--- src/rtl/rmii_tx_reader_if.sv ---
// Buffer-read and RMII transmit signals between a frame source (master) and rmii_tx_reader (slave).
// The bench drives i_data_in combinationally from o_addr_read to model the buffer.
interface rmii_tx_reader_if #(
    parameter int unsigned AW = 9
) ();
    logic          i_start;
    logic [AW-1:0] i_length;
    logic [AW-1:0] o_addr_read;
    logic [1:0]    i_data_in;
    logic [1:0]    o_txd;
    logic          o_tx_en;
    logic          o_busy;
    logic          o_done;
    logic          o_err;

    modport master (
        output i_start, i_length, i_data_in,
        input  o_addr_read, o_txd, o_tx_en, o_busy, o_done, o_err
    );

    modport slave (
        input  i_start, i_length, i_data_in,
        output o_addr_read, o_txd, o_tx_en, o_busy, o_done, o_err
    );
endinterface

--- src/rtl/rmii_tx_reader.sv ---
// Streams a buffered frame onto RMII TXD/TX_EN: 32-dibit preamble+SFD, L data dibits, then IPG.
// The buffer is read one dibit ahead so every output stays registered.
module rmii_tx_reader #(
    parameter int unsigned DEPTH      = 288,
    parameter int unsigned AW         = 9,
    parameter int unsigned IPG_DIBITS = 48
) (
    input logic              i_clock,
    input logic              i_reset_n,
    rmii_tx_reader_if.slave  bus
);
    typedef enum logic [1:0] {StIdle, StPreamble, StData, StIpg} state_e;

    localparam logic [AW:0]   DepthW  = (AW+1)'(DEPTH);
    localparam logic [AW-1:0] PreSfd  = AW'(30);
    localparam logic [AW-1:0] PreLast = AW'(31);
    localparam logic [AW-1:0] IpgLast = AW'(IPG_DIBITS - 1);

    state_e        state_q;
    logic [AW-1:0] cnt_q;
    logic [AW-1:0] len_q;
    logic [AW-1:0] addr_q;
    logic [1:0]    txd_q;
    logic          tx_en_q;
    logic          busy_q;
    logic          done_q;
    logic          err_q;

    logic          len_ok;
    logic          last_data;
    logic [AW:0]   cnt_plus2;

    assign len_ok    = (bus.i_length != '0) && ({1'b0, bus.i_length} <= DepthW);
    assign last_data = (cnt_q == len_q - AW'(1));
    assign cnt_plus2 = {1'b0, cnt_q} + (AW+1)'(2);

    always_ff @(posedge i_clock or negedge i_reset_n) begin
        if (!i_reset_n) begin
            state_q <= StIdle;
            cnt_q   <= '0;
            len_q   <= '0;
            addr_q  <= '0;
            txd_q   <= 2'b00;
            tx_en_q <= 1'b0;
            busy_q  <= 1'b0;
            done_q  <= 1'b0;
            err_q   <= 1'b0;
        end else begin
            done_q <= 1'b0;
            err_q  <= 1'b0;
            unique case (state_q)
                StIdle: begin
                    if (bus.i_start) begin
                        if (len_ok) begin
                            state_q <= StPreamble;
                            len_q   <= bus.i_length;
                            cnt_q   <= '0;
                            addr_q  <= '0;
                            txd_q   <= 2'b01;
                            tx_en_q <= 1'b1;
                            busy_q  <= 1'b1;
                        end else begin
                            err_q <= 1'b1;
                        end
                    end
                end
                StPreamble: begin
                    if (cnt_q == PreLast) begin
                        // buffer[0] is on i_data_in because addr_q has been 0 all preamble
                        state_q <= StData;
                        cnt_q   <= '0;
                        txd_q   <= bus.i_data_in;
                        addr_q  <= (len_q > AW'(1)) ? AW'(1) : '0;
                    end else begin
                        cnt_q <= cnt_q + AW'(1);
                        if (cnt_q == PreSfd) begin
                            txd_q <= 2'b11;
                        end
                    end
                end
                StData: begin
                    if (last_data) begin
                        state_q <= StIpg;
                        cnt_q   <= '0;
                        addr_q  <= '0;
                        txd_q   <= 2'b00;
                        tx_en_q <= 1'b0;
                        done_q  <= 1'b1;
                    end else begin
                        cnt_q  <= cnt_q + AW'(1);
                        txd_q  <= bus.i_data_in;
                        // Fetch one ahead, but park on the last dibit instead of running past it
                        addr_q <= (cnt_plus2 < {1'b0, len_q}) ? cnt_plus2[AW-1:0]
                                                                : len_q - AW'(1);
                    end
                end
                StIpg: begin
                    if (cnt_q == IpgLast) begin
                        state_q <= StIdle;
                        cnt_q   <= '0;
                        busy_q  <= 1'b0;
                    end else begin
                        cnt_q <= cnt_q + AW'(1);
                    end
                end
                default: state_q <= StIdle;
            endcase
        end
    end

    assign bus.o_addr_read = addr_q;
    assign bus.o_txd       = txd_q;
    assign bus.o_tx_en     = tx_en_q;
    assign bus.o_busy      = busy_q;
    assign bus.o_done      = done_q;
    assign bus.o_err       = err_q;
endmodule

--- src/flat_wrapper.sv ---
// flat-port wrapper written by rule: the top's interface ports become plain ports
module rmii_tx_reader_flat 
#(
    parameter int unsigned DEPTH      = 288,
    parameter int unsigned AW         = 9,
    parameter int unsigned IPG_DIBITS = 48
)
  (i_clock, i_reset_n, bus_i_start, bus_i_length, bus_i_data_in, bus_o_addr_read, bus_o_txd, bus_o_tx_en, bus_o_busy, bus_o_done, bus_o_err);
  rmii_tx_reader_if #(.AW(AW)) bus_i ();
  input logic i_clock;
  input logic i_reset_n;
  input wire logic [$bits(bus_i.i_start)-1:0] bus_i_start;
  input wire logic [$bits(bus_i.i_length)-1:0] bus_i_length;
  input wire logic [$bits(bus_i.i_data_in)-1:0] bus_i_data_in;
  output wire logic [$bits(bus_i.o_addr_read)-1:0] bus_o_addr_read;
  output wire logic [$bits(bus_i.o_txd)-1:0] bus_o_txd;
  output wire logic [$bits(bus_i.o_tx_en)-1:0] bus_o_tx_en;
  output wire logic [$bits(bus_i.o_busy)-1:0] bus_o_busy;
  output wire logic [$bits(bus_i.o_done)-1:0] bus_o_done;
  output wire logic [$bits(bus_i.o_err)-1:0] bus_o_err;
  assign bus_i.i_start = bus_i_start;
  assign bus_i.i_length = bus_i_length;
  assign bus_i.i_data_in = bus_i_data_in;
  assign bus_o_addr_read = bus_i.o_addr_read;
  assign bus_o_txd = bus_i.o_txd;
  assign bus_o_tx_en = bus_i.o_tx_en;
  assign bus_o_busy = bus_i.o_busy;
  assign bus_o_done = bus_i.o_done;
  assign bus_o_err = bus_i.o_err;
  rmii_tx_reader #(.DEPTH(DEPTH), .AW(AW), .IPG_DIBITS(IPG_DIBITS)) u_core (.i_clock(i_clock), .i_reset_n(i_reset_n), .bus(bus_i));
endmodule
--- config.mk ---
export PLATFORM = sky130hd
export DESIGN_NAME = rmii_tx_reader_flat
export DESIGN_NICKNAME = d
export VERILOG_FILES = /design/src/rtl/rmii_tx_reader_if.sv /design/src/rtl/rmii_tx_reader.sv /design/src/flat_wrapper.sv
export SDC_FILE = /design/constraint.sdc
export NUM_CORES = 1
export LEC_CHECK = 0
export ABC_AREA = 1
export CAP_MARGIN = 20
export CORE_MARGIN = 2
export CORE_UTILIZATION = 41
export DETAILED_ROUTE_END_ITERATION = 7
export SETUP_SLACK_MARGIN = 0.4
export SLEW_MARGIN = 20
export SYNTH_ARGS = -nofsm -noshare
export SYNTH_HDL_FRONTEND = slang
export SYNTH_SLANG_ARGS = --single-unit
--- constraint.sdc ---
create_clock -name i_clock -period 2.34 [get_ports i_clock]
set_clock_uncertainty 0.1 [all_clocks]
set_input_delay 0.351 -clock i_clock [delete_from_list [all_inputs] [get_ports i_clock]]
set_output_delay 0.351 -clock i_clock [all_outputs]
set_load 0.005 [all_outputs]
==> PnR_summary.wiki, run 1 <==
{| class="wikitable"
! Metric !! Value
|-
| Largest net degree at the start of global routing || 36
|-
| Clock H-tree levels || 2
|-
| Violations in the final reports || negative setup slack
|-
| Count of cells along the worst register-to-register path || 17
|-
| Count of endpoints failing setup in the final report || 9
|-
| Portion of the clock cycle consumed by the worst path in the final layout || 1.035
|-
| Syn Inst Count || about 380
|-
| CTS tree || done
|-
| Power per Cell Area || between 1000 and 1500 nW/um^2
|-
| Global route total overflow || 0
|-
| Critical path capture point type || flip-flop
|-
| RePlAce Congestion || 0.9293
|-
| Yosys reg bits || 35
|-
| Achievable clock frequency || 413.0 MHz
|-
| Area Overhead vs Synth || 49.01%
|-
| Final critical delay including setup and external delays || around 2.4 ns
|-
| Average wire per standard cell || 14.61 um
|-
| Later-pin clock latency in the skew report || roughly 0.29 ns
|-
| Remaining max-slew budget at the tightest pin || 0.6908
|-
| Post-detailed-placement cell area || ~3300 um^2
|-
| Total placed cells including tap cells || 517
|-
| Layout Nets || between 400 and 500
|-
| Summed instance area of the synthesized netlist || between 2000 and 3000 um^2
|-
| Synth unique cells || 33
|-
| Share of layout cells above drive strength 1 || 0.3498
|-
| Static power due to leakage || 0.001946 uW
|-
| Via density per instance || 5.044
|-
| Die outline area || between 7000 and 8000 um^2
|-
| Transition time of the tightest slew-check pin || between 0.4 and 0.5 ns
|-
| Routed wire length || around 7900 um
|-
| Top Ports || 29
|-
| Die boundary width || between 80 and 90 um
|-
| Average cell area after synthesis || 7.053 um^2
|-
| Aggregate negative setup slack || -0.4724 ns
|-
| Final standard cell area without fillers || between 3000 and 4000 um^2
|-
| Height of the chip || between 80 and 90 um
|-
| Number of antenna violations at the first check in global routing || 0
|-
| Part of the Yosys area used for sequential elements || 0.3311
|-
| TritonCTS sink count || 35
|-
| Hold_ws || approximately 0.38 ns
|-
| Count of non-filler cells in the finished layout || about 540
|-
| Standard-cell rows || 29
|-
| Final worst-path setup slack || -0.08114 ns
|-
| Count of fill cells added during filler insertion || just under 600
|-
| Inserted Diodes || 0
|-
| Worst EP arrival || roughly 2.6 ns
|-
| Total routing usage reported by global routing || 0.2345
|-
| Worst endpoint required time || around 2.5 ns
|-
| Clk buf depth || 2
|-
| Count of unresolved DRC violations after routing || 0
|-
| Count of port buffers added during placement || 28
|-
| Initial Utilization || 0.4214
|-
| Area of the core || 6277 um^2
|-
| Wire length of the first global-routing pass || around 13,000 um
|-
| Library cell used as clock root buffer || sky130_fd_sc_hd__clkbuf_8
|-
| HPWL after DPL || 5946 um
|-
| RSZ-0062 raised after global routing || true
|-
| Outcome || complete, but fails checks
|-
| Starting DRC count in detailed routing || 160
|-
| Number of CTS-inserted buffers || 5
|-
| Via count of the first global-routing pass || 2,676
|-
| Category of the most critical setup path || flip-flop to flip-flop
|-
| Final Slew Violations || 0
|-
| Total count of hold-check failures in the final report || 0
|-
| Largest voltage drop on the vdd net || roughly 800 uV
|-
| Clock-pin slew on the worst setup and hold paths || approximately 0.07 ns
|-
| Drt pass-1 iters || 4
|-
| Worst hold-check path type || input pin to async pin
|-
| # hold bufs at CTS || 0
|-
| Total of max-cap violations || 0
|-
| Count of nets left with antenna violations after detail routing || 0
|-
| Warnings from Yosys || 0
|-
| Critical path startpoint category || flip-flop
|-
| Number of vias in the routed layout || roughly 2.7k
|-
| Mapped Nets || roughly 410
|-
| Critical Path Fanout Max || 5
|}
==> kinds of logic after synthesis <==
| kind of cell | Yosys count | share of synthesized area |
|---|---|---|
| simple gates | 220 | 0.3865 |
| buf+inv | 47 | 0.06811 |
| compound gates | 46 | 0.09792 |
| flops | 35 | 0.3311 |
| fa+ha+maj | 19 | 0.08988 |
| xor+xnor | 8 | 0.02649 |
==> path summary, 6_finish.rpt <==
kind                                           startpoint                         to  slack, ns
worst max register to register            u_core.cnt_q[2]  u_core.bus.o_addr_read[0]      -0.08
worst min-delay path                            i_reset_n            u_core.len_q[7]       0.38
min in group i_clock            u_core.bus.o_addr_read[1]  u_core.bus.o_addr_read[1]       0.38
worst min register to register  u_core.bus.o_addr_read[1]  u_core.bus.o_addr_read[1]       0.38
worst max-delay path                      u_core.cnt_q[2]  u_core.bus.o_addr_read[0]      -0.08
max in group asynchronous                       i_reset_n            u_core.len_q[2]       1.42
==> layout by cell type, fill, tap and decap left out, drive strengths merged, types with 12 or more instances in the layout <==
master | netlist | final
nand2 | 125 | 127
buf | 1 | 55
nand3 | 45 | 45
inv | 42 | 43
nor2 | 39 | 40
dfrtp | 35 | 35
clkdlybuf4s50 | 0 | 28
o21ai | 26 | 26
ha | 19 | 19
a21oi | 12 | 12
==> power breakdown <==
part / internal, uW / switching [uW] / total [uW]
clock: 269 / 223 / 492
sequential: 761 / 151 / 912
combinational: 1040 / 1580 / 2620
==> routing by layer <==
metal | track usage | wire length [um] | vias up
met2 | 0.3947 | 3814 | 58
met1 | 0.3217 | 3744 | 1273
li1 | - | - | 1399
met5 | 0 | 0 | -
met4 | 0.05425 | 86 | 0
met3 | 0.03048 | 289 | 9
==> sequential cells by signal (all words and copies together), names as in the netlist <==
register                cells
u_core.bus.o_done           1
u_core.len_q                9
u_core.bus.o_addr_read      9
u_core.bus.o_err            1
u_core.bus.o_txd            2
u_core.cnt_q                9
u_core.state_q              2
u_core.bus.o_tx_en          1
u_core.bus.o_busy           1
==> cells in the mapped netlist <==
| master | n | share of area |
|---|---|---|
| sky130_fd_sc_hd__nor2_4 | 4 | 0.017 |
| sky130_fd_sc_hd__nand3_2 | 2 | 0.0076 |
| sky130_fd_sc_hd__a21oi_1 | 10 | 0.019 |
| sky130_fd_sc_hd__clkinv_1 | 1 | 0.0014 |
| sky130_fd_sc_hd__nand3b_1 | 3 | 0.0085 |
| sky130_fd_sc_hd__o21bai_1 | 1 | 0.0028 |
| sky130_fd_sc_hd__nand3b_4 | 1 | 0.0076 |
| sky130_fd_sc_hd__xor2_1 | 8 | 0.026 |
| sky130_fd_sc_hd__inv_2 | 5 | 0.0071 |
| sky130_fd_sc_hd__nand2_1 | 118 | 0.17 |
| sky130_fd_sc_hd__nand2_4 | 3 | 0.013 |
| sky130_fd_sc_hd__a21oi_2 | 2 | 0.0066 |
| sky130_fd_sc_hd__nor2_2 | 6 | 0.014 |
| sky130_fd_sc_hd__clkinv_2 | 1 | 0.0019 |
| sky130_fd_sc_hd__nor3_2 | 1 | 0.0038 |
| sky130_fd_sc_hd__nor3_1 | 1 | 0.0019 |
| sky130_fd_sc_hd__ha_1 | 19 | 0.090 |
| sky130_fd_sc_hd__o21ai_1 | 3 | 0.0057 |
| sky130_fd_sc_hd__buf_2 | 1 | 0.0019 |
| sky130_fd_sc_hd__nand3b_2 | 1 | 0.0043 |
| sky130_fd_sc_hd__dfrtp_1 | 35 | 0.33 |
| sky130_fd_sc_hd__o21ai_2 | 2 | 0.0066 |
| sky130_fd_sc_hd__nand4_1 | 2 | 0.0047 |
| sky130_fd_sc_hd__nand3_1 | 43 | 0.081 |
| sky130_fd_sc_hd__o21ai_0 | 21 | 0.040 |
| sky130_fd_sc_hd__clkbuf_1 | 1 | 0.0014 |
| sky130_fd_sc_hd__a21o_1 | 2 | 0.0057 |
| sky130_fd_sc_hd__inv_1 | 37 | 0.053 |
| sky130_fd_sc_hd__clkbuf_2 | 1 | 0.0019 |
| sky130_fd_sc_hd__a31oi_1 | 5 | 0.012 |
| sky130_fd_sc_hd__nor2_1 | 29 | 0.041 |
| sky130_fd_sc_hd__nand2_2 | 4 | 0.0095 |
| sky130_fd_sc_hd__or2_2 | 2 | 0.0047 |
==> critical path, cell delays in order, from the launching register on <==
cell	delay (ns)
sky130_fd_sc_hd__dfrtp_1	0.43
sky130_fd_sc_hd__ha_4	0.17
sky130_fd_sc_hd__nand2_4	0.07
sky130_fd_sc_hd__nor2_4	0.13
sky130_fd_sc_hd__xor2_2	0.17
sky130_fd_sc_hd__ha_1	0.28
sky130_fd_sc_hd__a21o_1	0.18
sky130_fd_sc_hd__nand3_2	0.07
sky130_fd_sc_hd__nand2_2	0.06
sky130_fd_sc_hd__nor2_4	0.19
sky130_fd_sc_hd__nand2_4	0.10
sky130_fd_sc_hd__nand2_2	0.08
sky130_fd_sc_hd__nand2_2	0.05
sky130_fd_sc_hd__inv_2	0.05
sky130_fd_sc_hd__nand3_2	0.04
sky130_fd_sc_hd__nand2_1	0.07
sky130_fd_sc_hd__nand2_1	0.05
sky130_fd_sc_hd__nand2_1	0.06
==> repair_timing <==
item / CTS / global route
pin swaps: 24 / 16
gates cloned: 3 / 0
resized for setup: 53 / 37
setup endpoints to repair: 24 / 34
setup buffers: 8 / 7
==> layout make-up <==
cell class | instances | area [um^2] | share of cell area
Inverter | 44 | 168.9 | 0.04286
Tap cell | 77 | 96.34 | 0.02444
Timing Repair Buffer | 83 | 708.2 | 0.1797
Multi-Input combinational cell | 296 | 1989 | 0.5048
Sequential cell | 35 | 878.3 | 0.2229
Clock buffer | 8 | 100.1 | 0.02540
==> through the flow <==
step | power, uW | setup WS, ns | util
floorplan | 2214 | 0.05708 | -
global placement | 2871 | -0.005246 | 0.5298
detailed placement | 2887 | -0.09471 | 0.5298
CTS | 3817 | -0.05272 | 0.5970
global route | 4380 | -0.2147 | 0.6279
finish | 4022 | -0.08114 | 0.6279
Note: power is estimated with default switching activity, not from simulation.
==> run 2, diff against run 1 <==
--- a/config.mk
+++ b/config.mk
@@ -11,7 +11,7 @@
 export CORE_UTILIZATION = 41
 export DETAILED_ROUTE_END_ITERATION = 7
 export SETUP_SLACK_MARGIN = 0.4
-export SLEW_MARGIN = 20
+export SLEW_MARGIN = 0
 export SYNTH_ARGS = -nofsm -noshare
 export SYNTH_HDL_FRONTEND = slang
 export SYNTH_SLANG_ARGS = --single-unit
==> results of run 2 <==
Final layout, timing and power as in run 1 (identical DEF).
